$ cat src/rtl/con4_pkg.sv
// Shared Connect-4 definitions: board geometry, cell encoding and the
// controller's state encoding.
package con4_pkg;

  localparam int ROWS = 6;  // cells per column; cap >= ROWS means full
  localparam int COLS = 7;  // legal column indices are 0..COLS-1
  localparam int CW   = 3;  // width of column index and capacity counts

  typedef enum logic [1:0] {
    EMPTY     = 2'b00,
    P1        = 2'b01,
    P2        = 2'b10,
    DRAW_FILL = 2'b11
  } cell_t;

  typedef enum logic [2:0] {
    P1_MOVE     = 3'd0,
    CHECK_1_WIN = 3'd1,
    WIN1        = 3'd2,
    P2_MOVE     = 3'd3,
    CHECK_2_WIN = 3'd4,
    WIN2        = 3'd5,
    CHECK_DRAW  = 3'd6,
    DRAW        = 3'd7
  } ctrl_state_t;

endpackage

$ cat src/rtl/check_move_col_cap_mux.sv
// Column capacity selector: picks the fill count of the chosen column and
// flags an index that does not name a real column.
module col_cap_mux
  import con4_pkg::*;
(
  input  logic [COLS-1:0][CW-1:0] caps,
  input  logic [CW-1:0]           sel,
  output logic [CW-1:0]           cap,
  output logic                    bad_idx
);

  // Index decode; an out-of-range index yields cap 0 and raises bad_idx.
  always_comb begin
    cap     = '0;
    bad_idx = (sel >= CW'(COLS));
    for (int i = 0; i < COLS; i++) begin
      if (sel == CW'(i)) cap = caps[i];
    end
  end

endmodule

$ cat src/rtl/check_move.sv
// Registered legality checker for a Connect-4 drop, plus per-column and
// whole-board full flags for the controller's draw check.
//
// Handshake: move_req is a bare strobe with no ready. Every edge at which
// move_req==1 (and rst==1) is one request; exactly one of valid_move or
// invalid_move pulses on the following cycle. Holding move_req high issues
// a new request every cycle.
module check_move
  import con4_pkg::*;
(
  input  logic            clk,
  input  logic            rst,
  input  logic            move_req,
  input  logic [CW-1:0]   selected_move,
  input  logic [CW-1:0]   col0_cap,
  input  logic [CW-1:0]   col1_cap,
  input  logic [CW-1:0]   col2_cap,
  input  logic [CW-1:0]   col3_cap,
  input  logic [CW-1:0]   col4_cap,
  input  logic [CW-1:0]   col5_cap,
  input  logic [CW-1:0]   col6_cap,
  output logic            valid_move,
  output logic            invalid_move,
  output logic [CW-1:0]   target_row,
  output logic [COLS-1:0] col_full,
  output logic            board_full
);

  logic [COLS-1:0][CW-1:0] caps;
  logic [CW-1:0]           sel_cap;
  logic                    bad_idx;
  logic                    legal;
  logic [COLS-1:0]         full_next;

  assign caps = {col6_cap, col5_cap, col4_cap, col3_cap,
                 col2_cap, col1_cap, col0_cap};

  col_cap_mux u_col_cap_mux (
    .caps    (caps),
    .sel     (selected_move),
    .cap     (sel_cap),
    .bad_idx (bad_idx)
  );

  // A drop is legal into an existing column that still has a free cell.
  assign legal = !bad_idx && (sel_cap < CW'(ROWS));

  // Per-column full flags; the out-of-range cap value 7 also counts as full.
  always_comb begin
    full_next = '0;
    for (int i = 0; i < COLS; i++) begin
      full_next[i] = (caps[i] >= CW'(ROWS));
    end
  end

  // Output registers: request verdict, landing row and full flags.
  always_ff @(posedge clk) begin
    if (!rst) begin
      valid_move   <= 1'b0;
      invalid_move <= 1'b0;
      target_row   <= '0;
      col_full     <= '0;
      board_full   <= 1'b0;
    end else begin
      valid_move   <= move_req && legal;
      invalid_move <= move_req && !legal;
      if (move_req && legal) target_row <= sel_cap;
      col_full     <= full_next;
      board_full   <= &full_next;
    end
  end

endmodule

$ cat config.mk
export PLATFORM = sky130hd
export DESIGN_NAME = check_move
export DESIGN_NICKNAME = d
export VERILOG_FILES = /design/src/rtl/con4_pkg.sv /design/src/rtl/check_move_col_cap_mux.sv /design/src/rtl/check_move.sv
export SDC_FILE = /design/constraint.sdc
export NUM_CORES = 1
export LEC_CHECK = 0
export ABC_AREA = 1
export ABC_CLOCK_PERIOD_IN_PS = 1450
export CAP_MARGIN = 20
export CELL_PAD_IN_SITES_DETAIL_PLACEMENT = 2
export CELL_PAD_IN_SITES_GLOBAL_PLACEMENT = 2
export CORE_UTILIZATION = 18
export CTS_CLUSTER_DIAMETER = 30
export DETAILED_ROUTE_END_ITERATION = 7
export PLACE_DENSITY_LB_ADDON = 0.1
export SYNTH_ARGS = -nofsm -noshare
export SYNTH_HDL_FRONTEND = slang
export SYNTH_SLANG_ARGS = --single-unit
$ cat constraint.sdc
create_clock -name clk -period 1.45 [get_ports clk]
set_input_delay 0.145 -clock clk [delete_from_list [all_inputs] [get_ports clk]]
set_output_delay 0.145 -clock clk [all_outputs]
set_load 0.005 [all_outputs]
==> impl_metrics.tcl <==
set metrics [dict create \
    die_x_um 64.9 \
    arrival_ps 1510 \
    cts_made_buffers 3 \
    synth_commonest_cells "nand2_1 (23), nor2_1 (20), inv_1 (16), dfxtp_1 (13), nand3_1 (10)" \
    power_mw 0.965 \
    synthesis.area_um2 712 \
    cts_tree "done" \
    grt_pass1_wl_mm 4.17 \
    power_density_nw_per_um2 767 \
    slew_viol_final 0 \
    routed_via_density 4.19 \
    grt-ovfl-total 0 \
    antenna_cells 0 \
    synth_area_leaders "dfxtp_1 (37%), nand2_1 (12%), nor2_1 (11%), inv_1 (8.4%), nand3_1 (7.0%)" \
    synth_seq_cells 13 \
    clock-sinks 13 \
    grt_max_degree 11 \
    dp_hpwl_mm 2.14 \
    netlist.top_cell.by_area "dfxtp_1" \
    drive_above_1_share 0.146 \
    h-tree-depth 1 \
    finalNetCount 185 \
    critPathMaxStageDelay_ps 450 \
    crit_slowest_cell "clkdlybuf4s50_1" \
    mappedNetlistNets 136 \
    area_delta_synth_final_pct 76.8 \
    critical-path-top-delay-family "simple AND/OR/NAND/NOR gates" \
    yosysMostFrequentCell "nand2_1" \
    critPathMaxFanout 4 \
    cts_buffer_depth 2 \
    yosysWarnings 0 \
    timing.final.crit_share 0.913 \
    path_clk_slew_ps 60 \
    hold_buffers 0 \
    root_buffer "clkbuf_8" \
    ys_types 21 \
    tightest_slew_ps 229 \
    min_period_ps 1320 \
    skew_ps 0 \
    path_cells "clkdlybuf4s50_1, nand4_1, nand3_1, nor2_1, nand4_1, nand3_4, nand3_4, nand2_1, inv_1, nor2_1" \
    antenna_found_initial 0 \
    gp_congestion 0.756 \
    ant_nets 0 \
    cp.required_ps 1630 \
    postSynthCellCount 109 \
    dieArea_um2 4210 \
    detailedRoute.firstIterationViolations 49 \
    clock_latency_ps 240 \
    outcome "finished clean" \
    crit_path_end_kind "register" \
    fmax_ghz 0.755 \
    vdd_drop_max_v 0.000236 \
    avgSynthCellArea_um2 6.53 \
    relSlewSlack 0.846 \
    holdWs_ps 423 \
    seq_area_frac_synth 0.366 \
    path_buf_inv 2 \
    num_io_pins 40 \
    synth-async-reset-ratio 0 \
    hold_class "in -> reg" \
    maxCapViolations 0 \
    setup_viol 0 \
    grt_pass1_vias 910 \
    dr_total_vias 858 \
    rows 22 \
    drc 0 \
    synthFlopType "dfxtp_1" \
    start_kind "input pin" \
    synth_edf_count 0 \
    start_util 0.192 \
    hold_viol_final 0 \
    wirelength_mm 2.50 \
    track_usage 0.133 \
    coreArea_um2 3720 \
    drt-pass1-iter-count 4 \
    yosys.area.top_type_share 0.366 \
    io_buffers 39 \
    wl_per_cell_um 12.2 \
    criticalPathCategory "in -> reg" \
    post-route-util 0.339 \
    die_y_um 64.9 \
    p_leak_nw 0.564 \
]
[metrics by stage]
step	setup TNS (ps)	worst slack (ps)	instance area [um^2]	std cells
2_1_floorplan	0	328	712	109
3_3_place_gp	-1570	-361	1190	201
3_5_place_dp	-1880	-452	1190	201
4_1_cts	0	28.9	1230	205
5_1_grt	-5.91	-5.91	1260	205
6_report	0	126	1260	205
[kinds of logic after synthesis]
| group | count (synthesis) | synth area share |
|---|---|---|
| DFF | 13 | 0.366 |
| and+or+nand+nor | 68 | 0.453 |
| AOI/OAI and AO/OA | 5 | 0.0387 |
| buffers and inverters | 23 | 0.142 |
[final timing paths]
kind | startpoint | slack [ps] | cells after the start | end
max reg2reg | target_row[2] | 770 | 4 | target_row[2]
min reg2reg | target_row[1] | 460 | 2 | target_row[1]
min | selected_move[0] | 420 | 5 | target_row[1]
max | col1_cap[1] | 130 | 10 | target_row[2]
[worst register-to-register path: stages, from the launching register on]
cell and delay, ps:
dfxtp_1 330, inv_1 60, nand2_1 90, inv_1 50
nor2_1 90
[cell type report]
class | instances | area [um^2]
Sequential cell | 13 | 260
Multi-Input combinational cell | 73 | 380
Clock buffer | 4 | 45.0
Timing Repair Buffer | 46 | 432
Inverter | 21 | 81.3
Fill cell | 447 | 2460
Tap cell | 48 | 60.1
[report_power, final]
| group | leakage, nW | internal [mW] | total, mW | switching [mW] |
|---|---|---|---|---|
| Combinational | 0.434 | 0.141 | 0.261 | 0.120 |
| Clock | 0.0228 | 0.194 | 0.320 | 0.127 |
| Sequential | 0.107 | 0.377 | 0.384 | 0.00706 |
| Total | 0.564 | 0.711 | 0.965 | 0.254 |
[sequential cells by signal, indices dropped and copies added, names as in the netlist]
| signal | flops |
|---|---|
| board_full | 1 |
| valid_move | 1 |
| invalid_move | 1 |
| target_row | 3 |
| col_full | 7 |
[routing by layer]
metal / vias up / global-route usage / wire length (um) / part of all wire
li1: 439 / - / - / -
met1: 387 / 0.164 / 1140 / 0.46
met2: 28 / 0.229 / 1210 / 0.48
met3: 4 / 0.0194 / 115 / 0.046
met4: 0 / 0.0500 / 38 / 0.015
met5: - / 0 / 0 / 0
[cells in the final DEF (no fill, tap or decap)]
cell type / instances
clkdlybuf4s50_1: 36
nand2_1: 23
nor2_1: 20
inv_1: 16
dfxtp_1: 13
nand3_1: 10
buf_4: 7
nand4_1: 6
inv_2: 4
clkbuf_8: 3
nand3_4: 2
a21oi_1: 2
clkbuf_2: 2
inv_4: 1
nor3_4: 1
or2_1: 1
o21ai_1: 1
nor2_2: 1
nand2_2: 1
nand4_4: 1
o21ai_0: 1
o211ai_1: 1
nor4_1: 1
and3_1: 1
clkbuf_1: 1
dlygate4sd2_1: 1
[timing repair]
item,CTS,global route
setup endpoints to repair,5,3
pin swaps,0,1
gates resized for setup,3,10
setup buffers,0,0
Note: power is estimated with default switching activity, not from simulation.
